## src/rtl/serial_rx_pkg.sv

```systemverilog
// rtl/serial_rx_pkg.sv - shared types and constants for the serial byte receiver
//
// Purpose: receiver FSM state encoding, byte width, idle line level and the
//          half-bit helper used to centre sampling inside each serial bit.
// Ports:   none (package).

package serial_rx_pkg;

  localparam int BYTE_W    = 8;
  localparam int BIT_IDX_W = 3;

  // Level of an idle serial line; also the reset value of the synchronizer.
  localparam logic LINE_IDLE = 1'b1;

  localparam logic [BIT_IDX_W-1:0] LAST_BIT = 3'd7;

  typedef enum logic [2:0] {
    ST_IDLE  = 3'd0,
    ST_START = 3'd1,
    ST_DATA  = 3'd2,
    ST_STOP  = 3'd3,
    ST_BREAK = 3'd4
  } rx_state_t;

  // Offset from start-bit detection to the sampling point inside a bit.
  function automatic int half_bit(input int clks_per_bit);
    return (clks_per_bit - 1) / 2;
  endfunction

endpackage

```

## src/rtl/sync_fifo.sv

```systemverilog
// rtl/sync_fifo.sv - single-clock FIFO with wrap-bit pointers
//
// Purpose: small synchronous FIFO shared by the rx and tx paths. A push
//          that arrives while full is accepted only when a pop happens in
//          the same cycle; otherwise it is ignored and the caller decides
//          what that means. Head data is read straight from storage, so it
//          is stable while nothing pops and never X after reset.
// Ports:
//   clk      in   clock, rising edge
//   rst_n    in   asynchronous active-low reset (empties FIFO, clears storage)
//   i_push   in   write i_data this cycle
//   i_data   in   WIDTH-bit write data
//   i_pop    in   remove the head entry this cycle (ignored when empty)
//   o_data   out  head entry
//   o_full   out  DEPTH entries stored
//   o_empty  out  no entries stored

module sync_fifo #(
  parameter int WIDTH = 8,
  parameter int DEPTH = 4
) (
  input  logic             clk,
  input  logic             rst_n,
  input  logic             i_push,
  input  logic [WIDTH-1:0] i_data,
  input  logic             i_pop,
  output logic [WIDTH-1:0] o_data,
  output logic             o_full,
  output logic             o_empty
);

  localparam int AW = $clog2(DEPTH);
  localparam logic [AW:0] PTR_ONE = (AW+1)'(1);

  logic [WIDTH-1:0] r_mem [DEPTH];
  logic [AW:0]      r_wr_ptr;
  logic [AW:0]      r_rd_ptr;

  logic w_do_push;
  logic w_do_pop;

  // Same index with differing wrap bits means the writer lapped the reader.
  assign o_empty = (r_wr_ptr == r_rd_ptr);
  assign o_full  = (r_wr_ptr[AW] != r_rd_ptr[AW]) &&
                   (r_wr_ptr[AW-1:0] == r_rd_ptr[AW-1:0]);

  assign w_do_pop  = i_pop && !o_empty;
  // When full, the popped slot is the one being written, so a simultaneous
  // push and pop is safe.
  assign w_do_push = i_push && (!o_full || w_do_pop);

  assign o_data = r_mem[r_rd_ptr[AW-1:0]];

  always_ff @(posedge clk or negedge rst_n) begin
    if (!rst_n) begin
      r_wr_ptr <= '0;
      r_rd_ptr <= '0;
      for (int i = 0; i < DEPTH; i++) begin
        r_mem[i] <= '0;
      end
    end else begin
      if (w_do_push) begin
        r_mem[r_wr_ptr[AW-1:0]] <= i_data;
        r_wr_ptr                <= r_wr_ptr + PTR_ONE;
      end
      if (w_do_pop) begin
        r_rd_ptr <= r_rd_ptr + PTR_ONE;
      end
    end
  end

endmodule

```

## src/rtl/serial_byte_rx.sv

```systemverilog
// rtl/serial_byte_rx.sv - serial line deframer feeding bytes into a FIFO
//
// Purpose: turns the 1-bit serial puzzle stream into bytes for the solver
//          core. Line: idle high, start bit 0, 8 data bits LSB first, stop
//          bit 1, each bit CLKS_PER_BIT clocks long.
// Ports:
//   clk           in   system clock, rising edge
//   rst_n         in   asynchronous active-low reset
//   data_in       in   raw serial line, asynchronous to clk
//   m_data        out  8-bit byte at FIFO head
//   m_valid       out  FIFO non-empty
//   m_ready       in   consumer takes m_data when m_valid && m_ready
//   frame_err     out  one-cycle pulse: stop bit sampled low
//   overflow      out  sticky: completed byte dropped because FIFO was full
//   overflow_clr  in   synchronous clear of overflow (a new overflow wins)

module serial_byte_rx
  import serial_rx_pkg::*;
#(
  parameter int CLKS_PER_BIT = 1,
  parameter int FIFO_DEPTH   = 4
) (
  input  logic              clk,
  input  logic              rst_n,
  input  logic              data_in,
  output logic [BYTE_W-1:0] m_data,
  output logic              m_valid,
  input  logic              m_ready,
  output logic              frame_err,
  output logic              overflow,
  input  logic              overflow_clr
);

  localparam int HALF = half_bit(CLKS_PER_BIT);
  localparam int CW   = $clog2(CLKS_PER_BIT) + 1;

  localparam logic [CW-1:0] CNT_ONE   = CW'(1);
  localparam logic [CW-1:0] BIT_LOAD  = CW'(CLKS_PER_BIT - 1);
  // Only used when HALF > 0; kept non-negative so it elaborates for any HALF.
  localparam logic [CW-1:0] HALF_LOAD = CW'((HALF > 0) ? (HALF - 1) : 0);
  localparam logic [BIT_IDX_W-1:0] BIT_ONE = BIT_IDX_W'(1);

  // Input synchronizer.
  logic r_sync1;
  logic r_sync2;
  logic w_rxs;

  // Receiver state.
  rx_state_t            r_state;
  rx_state_t            w_state_nxt;
  logic [CW-1:0]        r_cnt;
  logic [CW-1:0]        w_cnt_nxt;
  logic [BIT_IDX_W-1:0] r_bit;
  logic [BIT_IDX_W-1:0] w_bit_nxt;
  logic [BYTE_W-1:0]    r_shreg;
  logic [BYTE_W-1:0]    w_shreg_nxt;
  logic                 w_push_req;
  logic                 w_ferr_nxt;

  logic r_frame_err;
  logic r_overflow;

  // FIFO interface.
  logic w_pop;
  logic w_full;
  logic w_empty;
  logic w_overflow_set;

  always_ff @(posedge clk or negedge rst_n) begin
    if (!rst_n) begin
      r_sync1 <= LINE_IDLE;
      r_sync2 <= LINE_IDLE;
    end else begin
      r_sync1 <= data_in;
      r_sync2 <= r_sync1;
    end
  end

  assign w_rxs = r_sync2;

  always_ff @(posedge clk or negedge rst_n) begin
    if (!rst_n) begin
      r_state     <= ST_IDLE;
      r_cnt       <= '0;
      r_bit       <= '0;
      r_shreg     <= '0;
      r_frame_err <= 1'b0;
    end else begin
      r_state     <= w_state_nxt;
      r_cnt       <= w_cnt_nxt;
      r_bit       <= w_bit_nxt;
      r_shreg     <= w_shreg_nxt;
      r_frame_err <= w_ferr_nxt;
    end
  end

  always_comb begin
    w_state_nxt = r_state;
    w_cnt_nxt   = r_cnt;
    w_bit_nxt   = r_bit;
    w_shreg_nxt = r_shreg;
    w_push_req  = 1'b0;
    w_ferr_nxt  = 1'b0;

    case (r_state)
      ST_IDLE: begin
        if (w_rxs == 1'b0) begin
          w_bit_nxt = '0;
          // With no half-bit offset the start bit needs no mid-bit check;
          // the first data sample lands one full bit later.
          if (HALF == 0) begin
            w_state_nxt = ST_DATA;
            w_cnt_nxt   = BIT_LOAD;
          end else begin
            w_state_nxt = ST_START;
            w_cnt_nxt   = HALF_LOAD;
          end
        end
      end

      ST_START: begin
        if (r_cnt != '0) begin
          w_cnt_nxt = r_cnt - CNT_ONE;
        end else if (w_rxs == 1'b0) begin
          w_state_nxt = ST_DATA;
          w_cnt_nxt   = BIT_LOAD;
          w_bit_nxt   = '0;
        end else begin
          // Line went back high before mid-start: treat as a glitch.
          w_state_nxt = ST_IDLE;
        end
      end

      ST_DATA: begin
        if (r_cnt != '0) begin
          w_cnt_nxt = r_cnt - CNT_ONE;
        end else begin
          w_shreg_nxt[r_bit] = w_rxs;
          w_cnt_nxt          = BIT_LOAD;
          if (r_bit == LAST_BIT) begin
            w_state_nxt = ST_STOP;
          end else begin
            w_bit_nxt = r_bit + BIT_ONE;
          end
        end
      end

      ST_STOP: begin
        if (r_cnt != '0) begin
          w_cnt_nxt = r_cnt - CNT_ONE;
        end else if (w_rxs == 1'b1) begin
          w_push_req  = 1'b1;
          w_state_nxt = ST_IDLE;
        end else begin
          w_ferr_nxt  = 1'b1;
          w_state_nxt = ST_BREAK;
        end
      end

      ST_BREAK: begin
        // A line held low after a bad stop bit must not look like a new start.
        if (w_rxs == 1'b1) begin
          w_state_nxt = ST_IDLE;
        end
      end

      default: begin
        w_state_nxt = ST_IDLE;
      end
    endcase
  end

  assign w_pop          = !w_empty && m_ready;
  // A full FIFO still accepts the byte if the consumer frees a slot this cycle.
  assign w_overflow_set = w_push_req && w_full && !w_pop;

  always_ff @(posedge clk or negedge rst_n) begin
    if (!rst_n) begin
      r_overflow <= 1'b0;
    end else if (w_overflow_set) begin
      r_overflow <= 1'b1;
    end else if (overflow_clr) begin
      r_overflow <= 1'b0;
    end
  end

  sync_fifo #(
    .WIDTH (BYTE_W),
    .DEPTH (FIFO_DEPTH)
  ) u_fifo (
    .clk     (clk),
    .rst_n   (rst_n),
    .i_push  (w_push_req),
    .i_data  (r_shreg_or_last()),
    .i_pop   (w_pop),
    .o_data  (m_data),
    .o_full  (w_full),
    .o_empty (w_empty)
  );

  // The stop sample and the last data bit live in different cycles, so the
  // shift register already holds the complete byte when the push fires.
  function automatic logic [BYTE_W-1:0] r_shreg_or_last();
    return r_shreg;
  endfunction

  assign m_valid   = !w_empty;
  assign frame_err = r_frame_err;
  assign overflow  = r_overflow;

endmodule

```

## config.mk

```make
export PLATFORM = sky130hd
export DESIGN_NAME = serial_byte_rx
export DESIGN_NICKNAME = d
export VERILOG_FILES = /design/src/rtl/serial_rx_pkg.sv /design/src/rtl/sync_fifo.sv /design/src/rtl/serial_byte_rx.sv
export SDC_FILE = /design/constraint.sdc
export NUM_CORES = 1
export LEC_CHECK = 0
export CORE_AREA = 2 2 77 79
export DETAILED_ROUTE_END_ITERATION = 8
export DIE_AREA = 0 0 79 81
export MAX_ROUTING_LAYER = met4
export PLACE_DENSITY_LB_ADDON = 0.05
export SYNTH_ARGS = -nofsm -noshare
export SYNTH_HDL_FRONTEND = slang
export SYNTH_SLANG_ARGS = --single-unit
```

## constraint.sdc

```tcl
create_clock -name clk -period 1.7 [get_ports clk]
set_input_delay 0.34 -clock clk [delete_from_list [all_inputs] [get_ports clk]]
set_output_delay 0.34 -clock clk [all_outputs]
set_load 0.005 [all_outputs]
```

==> results of run 1 <==
-- stage by stage --
| stage | setup slack, ps | TNS [ps] | power [W] | instance area (µm²) | utilization (%) |
|---|---|---|---|---|---|
| 6_report | -252 | -3730 | 0.00545 | 3290 | 58.0 |
| 5_1_grt | -335 | -6530 | 0.00582 | 3290 | 58.0 |
| 4_1_cts | -259 | -2740 | 0.00541 | 3240 | 57.1 |
| 3_5_place_dp | -185 | -4430 | 0.00430 | 3020 | 53.1 |
| 3_3_place_gp | -179 | -3760 | 0.00416 | 3020 | 53.1 |
| 2_1_floorplan | 47.6 | 0 | 0.00352 | 2670 | - |
-- sequential cells by signal, summed over array words and instances, names as in the netlist --
register / count
r_sync2: 1
r_shreg: 8
r_state: 3
u_fifo.r_wr_ptr: 3
overflow: 1
u_fifo.r_rd_ptr: 3
frame_err: 1
r_sync1: 1
r_bit: 3
u_fifo.r_mem: 32
-- per-layer routing --
metal  global-route usage (%)  vias to the layer above  part of all wire (%)
met5                        -                        -                     0
met4                     4.31                        0                   1.2
met3                     4.11                        6                   2.8
met2                     30.8                       21                    52
met1                     22.6                      795                    44
li1                         -                      727                     -
-- final timing paths --
check	from	to	slack (ps)	cells past startpoint
worst max-delay path	u_fifo.r_rd_ptr[0]	m_data[5]	-250	4
worst min-delay path	rst_n	u_fifo.r_mem[27]	10	2
worst max register to register	u_fifo.r_wr_ptr[2]	u_fifo.r_mem[20]	-90	5
worst min register to register	r_sync1	r_sync2	360	0
max in group asynchronous	rst_n	r_sync1	1390	2
min in group clk	r_sync1	r_sync2	360	0
-- critical path, cell delays in order (launching register included) --
cell,delay [ps]
sky130_fd_sc_hd__dfrtp_1,430
sky130_fd_sc_hd__buf_6,150
sky130_fd_sc_hd__buf_6,100
sky130_fd_sc_hd__mux4_2,480
sky130_fd_sc_hd__buf_2,140
-- kinds of logic after synthesis --
kind of cell	after synthesis	share of synthesized area, %
compound gates	7	1.45
flops	56	52.5
simple gates	42	10.7
fa+ha+maj	7	3.28
xor+xnor	6	2.53
buf+inv	10	2.43
mux	51	27.1
-- final cells by class --
class,instances,area (µm²)
multi-input combinational,114,1320
inverter,6,22.5
fill,470,2380
clock inverter,2,16.3
sequential,56,1400
clock buffer,6,72.6
tap,75,93.8
timing repair buffer,41,364
-- power breakdown --
part | internal, W | total, W | leakage, nW | switching [W]
Combinational | 0.00153 | 0.00254 | 0.834 | 0.00101
Clock | 0.000294 | 0.000722 | 0.0414 | 0.000428
Sequential | 0.00177 | 0.00219 | 0.721 | 0.000421
-- cell usage in the layout, fill, tap and decap left out, drive strengths merged --
cell           count
xor2               1
clkinv             1
clkdlybuf4s50      5
ha                 7
dfstp              2
nand4              1
nor3               2
nand3             10
or3                1
xnor2              5
clkinvlp           1
buf               36
nor2               7
inv                6
nand2             14
clkbuf             6
and2               3
dfrtp             54
mux2              43
o22ai              1
and2b              1
o21bai             1
nor3b              2
or2                1
nand4b             1
a21oi              1
mux4               8
o21ai              4
-- what timing repair did --
| item | CTS | global route |
|---|---|---|
| setup buffers | 10 | 1 |
| pin swaps | 8 | 5 |
| endpoints found under the setup margin | 42 | 43 |
| gates resized for setup | 54 | 13 |
| cloned | 1 | 0 |
==> impl_metrics.json, run 1 <==
{
  "final-setup-viol-count": 38,
  "die_area_um2": 6400,
  "final_cell_count_without_fillers": 300,
  "yosys_warnings": 0,
  "floorplan.die.width_um": 79,
  "die_h_um": 81,
  "root_buffer": "sky130_fd_sc_hd__clkbuf_8",
  "clkSinkCount": 56,
  "outcome": "complete, but fails checks",
  "remaining_drc_errors": 0,
  "netlist-cell-type-count": 35,
  "route.final.wire_length_um": 5050,
  "synth_common_cells": "sky130_fd_sc_hd__dfrtp_1, sky130_fd_sc_hd__mux2_2, sky130_fd_sc_hd__mux2_4, sky130_fd_sc_hd__nand2_1, sky130_fd_sc_hd__mux4_2",
  "gpl.final_weighted_congestion": 0.757,
  "via_count": 1549,
  "place.detailed.hpwl_um": 3370,
  "maxSlewViolCount": 0,
  "final_min_period_over_clock_period_pct": 115,
  "final_hold_viol_count": 0,
  "yosys.area.top_type": "sky130_fd_sc_hd__dfrtp_1",
  "start_util_pct": 47.1,
  "worst-endpoint-arrival_ps": 1610,
  "timing.max_slew.rel_slack_pct": 77.5,
  "area_delta_synth_final_pct": 23.2,
  "cts_max_level": 2,
  "numPortBuffers": 15,
  "fin_ws_ps": -252,
  "clkSlewWorstSetupHoldPaths_ps": 100,
  "number_of_cts_inserted_buffers": 5,
  "seq_total_area_yosys_pct": 52.5,
  "detail_route.first_pass.iterations": 4,
  "setup_repair_after_global_routing_missed_its_margin": "true",
  "syn-num-nets": 191,
  "worst_slack_on_hold_paths_ps": 15.0,
  "grt_overflow": 0,
  "critPathRequiredTime_ps": 1360,
  "endpoint_kind": "output port",
  "routed_wire_length_per_instance_um": 16.8,
  "postSynthCellCount": 179,
  "worst_skew_pair.late_latency_ps": 310,
  "io_pins": 16,
  "avgViaCountPerCell": 5.16,
  "antennaDiodeCount": 0,
  "synth_enable_flop_cells": 0,
  "peakVddDrop_uv": 721,
  "drive_above_1_share_pct": 49.8,
  "clk_path_buf_depth": 2,
  "min_path_type": "input pin to async pin",
  "core.rowCount": 28,
  "synth_seq_cells": 56,
  "ys.flop_type": "sky130_fd_sc_hd__dfrtp_1",
  "tritoncts": "yes",
  "synth.cell_area_um2": 2670,
  "synth_most_common_cell": "sky130_fd_sc_hd__dfrtp_1",
  "power.leakage_nw": 1.60,
  "antenna_left": 0,
  "grt_start_max_net_pins": 57,
  "fin_crit_ps": 1950,
  "pwr_density_cell_nw_per_um2": 1650,
  "timing.critical_path.fanout_max": 3,
  "netlist_top_cells_area": "sky130_fd_sc_hd__dfrtp_1, sky130_fd_sc_hd__mux2_4, sky130_fd_sc_hd__mux2_2, sky130_fd_sc_hd__mux4_2, sky130_fd_sc_hd__ha_1",
  "async_flop_share_pct": 100,
  "criticalPathCategory": "register to output port",
  "post_cts_hold_buffer_count": 0,
  "dp.cells": 281,
  "syn-mean-instance-area_um2": 14.9,
  "coreArea_um2": 5680,
  "critPathLaunchType": "register",
  "achievable-frequency_mhz": 512,
  "tightestPinTransition_ps": 336,
  "grt_antenna_before_repair": 0,
  "via_count_of_the_first_global_routing_pass": 1658,
  "fraction_of_post_synthesis_cell_area_in_the_top_cell_type_by_area_pct": 50.5,
  "maxCapViolCount": 0,
  "grt_util_all_layers_pct": 18.2,
  "drt_iter0_drc": 104,
  "grt_first_pass_wirelength_um": 8500,
  "num-nets-final": 236,
  "final_setup_skew_ps": 12.2,
  "violated_checks": "negative setup slack"
}
(Power assumes the default switching activity.)
==> inputs of run 2 (changes only) <==
- SETUP_SLACK_MARGIN: default -> 0.15
==> run 2 against run 1 <==
Effect of this change:
- the flow still finishes with violations (negative setup slack)
- combinational power is 7% higher
- register-to-register slack worse by 50 ps
- final cell count stayed put
- count of clock-buffer cells in the layout increased by 1
- core utilization increased by 2.1 points
- die area stayed put
- fmax up 0.24%
- first-iteration DRC count decreased by 38%
- via count increased by 1.0%
- global-route usage rose by 0.61 points
- design area grew 3.6%
- clock skew shrank 6.1 ps
- largest power group unchanged
- highest routed layer unchanged
==> impl_metrics.json, run 2 (synthesis results as in run 1) <==
{
  "critPathRequiredTime_ps": 1360,
  "die_h_um": 81,
  "beginning_of_the_critical_path": "u_fifo.r_rd_ptr[0]",
  "cp_num_cells": 4,
  "final-setup-viol-count": 42,
  "fin_ws_ps": -247,
  "floorplan.die.width_um": 79,
  "crit_path_end": "m_data[2]",
  "sequential_cell_area_in_the_final_layout_um2": 1410,
  "endpoint_kind": "output port",
  "registers.top_by_ff_count": "u_fifo.r_mem",
  "final_cell_count_without_fillers": 300,
  "worst_skew_pair.late_latency_ps": 320,
  "final_min_period_over_clock_period_pct": 115,
  "fill_cells": 457,
  "achievable-frequency_mhz": 514,
  "root_buffer": "sky130_fd_sc_hd__clkbuf_8",
  "grt_util_all_layers_pct": 18.9,
  "grt_overflow": 0,
  "via_count_of_the_first_global_routing_pass": 1656,
  "gpl.final_weighted_congestion": 0.739,
  "dp.cells": 282,
  "grt_first_pass_wirelength_um": 8800,
  "start_util_pct": 47.1,
  "cts_max_level": 2,
  "multi_input_comb_area_um2": 1410,
  "pwr_density_cell_nw_per_um2": 1660,
  "tightestPinTransition_ps": 444,
  "most_common_cell_after_layout_fill_and_taps_aside": "sky130_fd_sc_hd__dfrtp_1",
  "core.rowCount": 28,
  "number_of_cts_inserted_buffers": 5,
  "timing.rr.end": "u_fifo.r_mem[25]",
  "number_of_buffers_and_inverters_on_the_critical_path": 3,
  "worst-endpoint-arrival_ps": 1610,
  "timing.max_slew.rel_slack_pct": 70.4,
  "fin_crit_ps": 1950,
  "layout.cells.most_common_list": "sky130_fd_sc_hd__dfrtp_1, sky130_fd_sc_hd__mux2_4, sky130_fd_sc_hd__buf_6, sky130_fd_sc_hd__buf_4, sky130_fd_sc_hd__nand2_1",
  "setup_repair_after_global_routing_missed_its_margin": "true",
  "final_setup_skew_ps": 6.07,
  "setup-tns-final_ps": -5950,
  "min_path_type": "register to register",
  "antennaDiodeCount": 0,
  "routed_wire_length_per_instance_um": 17.4,
  "outcome": "complete, but fails checks",
  "cp_top_family": "multiplexers",
  "clkSlewWorstSetupHoldPaths_ps": 90,
  "final_hold_viol_count": 0,
  "place.detailed.hpwl_um": 3370,
  "detail_route.first_pass.iterations": 4,
  "drt_iter0_drc": 64,
  "utilization_pct": 60.1,
  "numPortBuffers": 15,
  "coreArea_um2": 5680,
  "dp_worst_setup_slack_ps": -159,
  "clkSinkCount": 56,
  "peakVddDrop_uv": 795,
  "io_pins": 16,
  "timing.critical_path.fanout_max": 7,
  "num-nets-final": 236,
  "critPathLaunchType": "register",
  "criticalPathCategory": "register to output port",
  "tritoncts": "yes",
  "r2r-start": "u_fifo.r_rd_ptr[0]",
  "crit_chain": "buf_12 > buf_6 > mux4_2 > buf_2",
  "avgViaCountPerCell": 5.22,
  "remaining_drc_errors": 0,
  "cpMaxStageDelayCell": "sky130_fd_sc_hd__mux4_2",
  "maxCapViolCount": 0,
  "violated_checks": "negative setup slack",
  "die_area_um2": 6400,
  "antenna_left": 0,
  "largest_reg_flops": 32,
  "drive_above_1_share_pct": 56.0,
  "area_delta_synth_final_pct": 27.6,
  "via_count": 1565,
  "clk_path_buf_depth": 2,
  "grt_start_max_net_pins": 41,
  "route.final.wire_length_um": 5230,
  "ff2ff_path_depth": 6,
  "grt_antenna_before_repair": 0,
  "power.leakage_nw": 1.65,
  "worst-r2r-setup-slack_ps": -140,
  "worst_path_largest_cell_delay_ps": 490,
  "maxSlewViolCount": 0,
  "biggestRegsByFlops": "u_fifo.r_mem x32, r_shreg x8"
}
-- run 2: through the flow --
step,cell area (µm²),total power (W),hold WS (ps)
after floorplan,2720,0.00365,44.4
after global routing,3410,0.00607,370
after detailed placement,3080,0.00448,304
final,3410,0.00568,361
after global placement,3080,0.00436,294
after CTS,3280,0.00539,363
-- run 2: repair_timing --
item	4_1_cts	5_1_grt
endpoints found under the hold margin	14	0
setup buffers	5	3
hold buffers	1	0
pin swaps	6	10
resized for setup	53	29
setup endpoints to repair	48	55
cloned	1	0
-- run 2: how the worst min path moves through the flow --
stage / start / to / cells after the start
5_1_grt: r_sync1 / r_sync2 / 0
4_1_cts: r_sync1 / r_sync2 / 0
6_report: r_sync1 / r_sync2 / 0
3_3_place_gp: rst_n / u_fifo.r_rd_ptr[2] / 1
2_1_floorplan: rst_n / frame_err / 0
3_5_place_dp: rst_n / u_fifo.r_wr_ptr[2] / 1
-- run 2: layout make-up --
type / count / area share (%)
clock buffers: 7 / 2.53
well taps: 75 / 2.75
multi-input cells: 114 / 41.3
flip-flops and latches: 56 / 41.3
repair buffers: 41 / 11.3
inverters: 6 / 0.660
clock inverters: 1 / 0.220
-- run 2: report_power, final --
part	switching (W)	internal, W
Combinational	0.00103	0.00169
Clock	0.000425	0.000332
Sequential	0.000433	0.00177
Total	0.00189	0.00379
-- run 2: routing by layer --
layer	routed length (µm)	part of all wire (%)	up-vias	GRT usage [%]
met3	225	4.3	11	4.22
met5	0	0	-	-
met2	2470	47	33	28.7
met1	2420	46	795	25.3
li1	-	-	726	-
met4	116	2.2	0	6.38
==> inputs of run 3 (changes only) <==
- SKIP_LAST_GASP: default -> 1
==> run 3 against run 2 <==
Effect of this change:
- the flow still finishes with violations (negative setup slack)
- worst setup slack worse by 1.8 ps
- flip-flop and latch count unchanged
- sequential power hardly changed
- total power down 1.3%
- critical path depth did not move
- global-route usage unchanged
- final cell count stayed put
- fmax about the same
==> impl_metrics.json, run 3 (synthesis results as in run 1) <==
{
  "drt_iter0_drc": 69,
  "largest_reg_flops": 32,
  "hold-path-endpoint": "r_sync2",
  "maxCapViolCount": 0,
  "fin_ws_ps": -249,
  "cp_top_family": "multiplexers",
  "area_delta_synth_final_pct": 26.8,
  "via_count_of_the_first_global_routing_pass": 1656,
  "biggestRegsByFlops": "u_fifo.r_mem x32, r_shreg x8",
  "power.share.switching_pct": 33.2,
  "die_area_um2": 6400,
  "drive_above_1_share_pct": 56.0,
  "timing.critical_path.fanout_max": 7,
  "violated_checks": "negative setup slack",
  "registers.top_by_ff_count": "u_fifo.r_mem",
  "setup_repair_after_global_routing_missed_its_margin": "true",
  "peakVddDrop_uv": 688,
  "placedInstanceArea_um2": 3080,
  "setup-tns-final_ps": -6000,
  "maxSlewViolCount": 0,
  "critPathLaunchType": "register",
  "final_cell_count_without_fillers": 300,
  "worst_path_largest_cell_delay_ps": 490,
  "hold_path_startpoint": "r_sync1",
  "final-setup-viol-count": 42,
  "routed_wire_length_per_instance_um": 17.3,
  "number_of_cts_inserted_buffers": 5,
  "final_setup_skew_ps": 4.57,
  "root_buffer": "sky130_fd_sc_hd__clkbuf_8",
  "min_path_type": "register to register",
  "io_pins": 16,
  "critPathRequiredTime_ps": 1360,
  "place.detailed.hpwl_um": 3370,
  "gpl.final_weighted_congestion": 0.739,
  "grt_start_max_net_pins": 41,
  "share_seq_of_total_power_pct": 39.2,
  "cts_max_level": 2,
  "holdPathStages": 0,
  "crit_chain": "buf_12 > buf_6 > mux4_2 > buf_2",
  "ff2ff_path_depth": 6,
  "tightestPinTransition_ps": 444,
  "cpMaxStageDelayCell": "sky130_fd_sc_hd__mux4_2",
  "coreArea_um2": 5680,
  "tritoncts": "yes",
  "grt_overflow": 0,
  "clkSlewWorstSetupHoldPaths_ps": 90,
  "antennaDiodeCount": 0,
  "dp.cells": 282,
  "final_hold_viol_count": 0,
  "power.leakage_nw": 1.64,
  "worst-endpoint-arrival_ps": 1610,
  "p_comb_share_pct": 47.3,
  "route.final.wire_length_um": 5200,
  "detail_route.first_pass.iterations": 4,
  "via_count": 1567,
  "criticalPathCategory": "register to output port",
  "timing.max_slew.rel_slack_pct": 70.4,
  "design_area_um2": 3390,
  "num-nets-final": 236,
  "share_clk_of_total_power_pct": 13.5,
  "start_util_pct": 47.1,
  "grt_antenna_before_repair": 0,
  "worst_skew_pair.late_latency_ps": 320,
  "achievable-frequency_mhz": 513,
  "grt_first_pass_wirelength_um": 8800,
  "avgViaCountPerCell": 5.22,
  "cell_int_power_w": 0.00374,
  "finalPower_w": 0.00561,
  "clkSinkCount": 56,
  "number_of_buffers_and_inverters_on_the_critical_path": 3,
  "numPortBuffers": 15,
  "layout.cells.most_common_list": "sky130_fd_sc_hd__dfrtp_1, sky130_fd_sc_hd__mux2_4, sky130_fd_sc_hd__buf_6, sky130_fd_sc_hd__buf_4, sky130_fd_sc_hd__nand2_1",
  "floorplan.die.width_um": 79,
  "worst-r2r-setup-slack_ps": -140,
  "timing.rr.end": "u_fifo.r_mem[25]",
  "multi_input_comb_area_um2": 1390,
  "grt_util_all_layers_pct": 18.9,
  "remaining_drc_errors": 0,
  "core.rowCount": 28,
  "outcome": "complete, but fails checks",
  "sequential_cell_area_in_the_final_layout_um2": 1410,
  "antenna_left": 0,
  "clk_path_buf_depth": 2,
  "most_common_cell_after_layout_fill_and_taps_aside": "sky130_fd_sc_hd__dfrtp_1",
  "r2r-start": "u_fifo.r_rd_ptr[0]",
  "netSwitchingPower_w": 0.00186,
  "fill_cells": 459,
  "fin_crit_ps": 1950,
  "die_h_um": 81,
  "final_min_period_over_clock_period_pct": 115,
  "pwr_density_cell_nw_per_um2": 1650,
  "endpoint_kind": "output port"
}
## run 3: changes by cell type in the layout (fill, tap and decap cells not counted)
| cell | change |
|---|---|
| sky130_fd_sc_hd__mux2_4 | -3 |
| sky130_fd_sc_hd__ha_4 | -1 |
| sky130_fd_sc_hd__mux2_2 | +3 |
| sky130_fd_sc_hd__ha_2 | +1 |
## run 3: final cells by class
class | count | area share, %
flip-flops and latches | 56 | 41.5
multi-input cells | 114 | 40.9
repair buffers | 41 | 11.4
well taps | 75 | 2.77
clock buffers | 7 | 2.55
inverters | 6 | 0.664
clock inverters | 1 | 0.221
## run 3: worst max path at each step
stage | start | end | slack, ps | cells after the start
global route | u_fifo.r_rd_ptr[0] | m_data[2] | -290 | 4
floorplan | r_sync2 | u_fifo.r_mem[0] | 70 | 4
global placement | u_fifo.r_rd_ptr[0] | m_valid | -140 | 5
CTS | u_fifo.r_rd_ptr[0] | m_data[2] | -250 | 4
finish | u_fifo.r_rd_ptr[0] | m_data[2] | -250 | 4
detailed placement | u_fifo.r_rd_ptr[0] | m_valid | -160 | 5
## run 3: metrics by stage
stage               setup WS (ps)  utilization, %  hold slack, ps
finish                       -249            59.7             361
global route                 -290            59.7             370
CTS                          -251            57.8             363
detailed placement           -159            54.3             304
global placement             -143            54.3             294
floorplan                    65.1               -            44.4
## run 3: power groups by stage
stage | clock network [W] | registers (W) | logic, W
final | 0.000757 | 0.00220 | 0.00265
after global routing | 0.000830 | 0.00227 | 0.00290
after CTS | 0.000774 | 0.00219 | 0.00243
after detailed placement | 0 | 0.00219 | 0.00228
after global placement | 0 | 0.00215 | 0.00221
after floorplan | 0 | 0.00208 | 0.00158
## run 3: worst reg2reg max path: stages (launching register included)
cell and delay [ps]:
sky130_fd_sc_hd__dfrtp_1 430, sky130_fd_sc_hd__buf_6 150, sky130_fd_sc_hd__xnor2_4 170, sky130_fd_sc_hd__buf_6 120, sky130_fd_sc_hd__nand4b_4 250, sky130_fd_sc_hd__nand3_4 290, sky130_fd_sc_hd__mux2_4 330
## run 3: what timing repair did
| action | in CTS | in global routing |
|---|---|---|
| hold buffers | 1 | 0 |
| hold endpoints to repair | 14 | 0 |
| gates cloned | 1 | 0 |
| pin swaps | 6 | 9 |
| gates resized for setup | 53 | 25 |
| setup endpoints to repair | 48 | 55 |
| buffers inserted | 5 | 3 |
## run 3: per-layer routing
layer / wire (µm) / global-route usage, % / vias up
met5: 0 / - / -
met4: 116 / 6.38 / 0
met3: 195 / 4.22 / 11
met2: 2490 / 28.7 / 28
met1: 2390 / 25.3 / 801
li1: - / - / 727
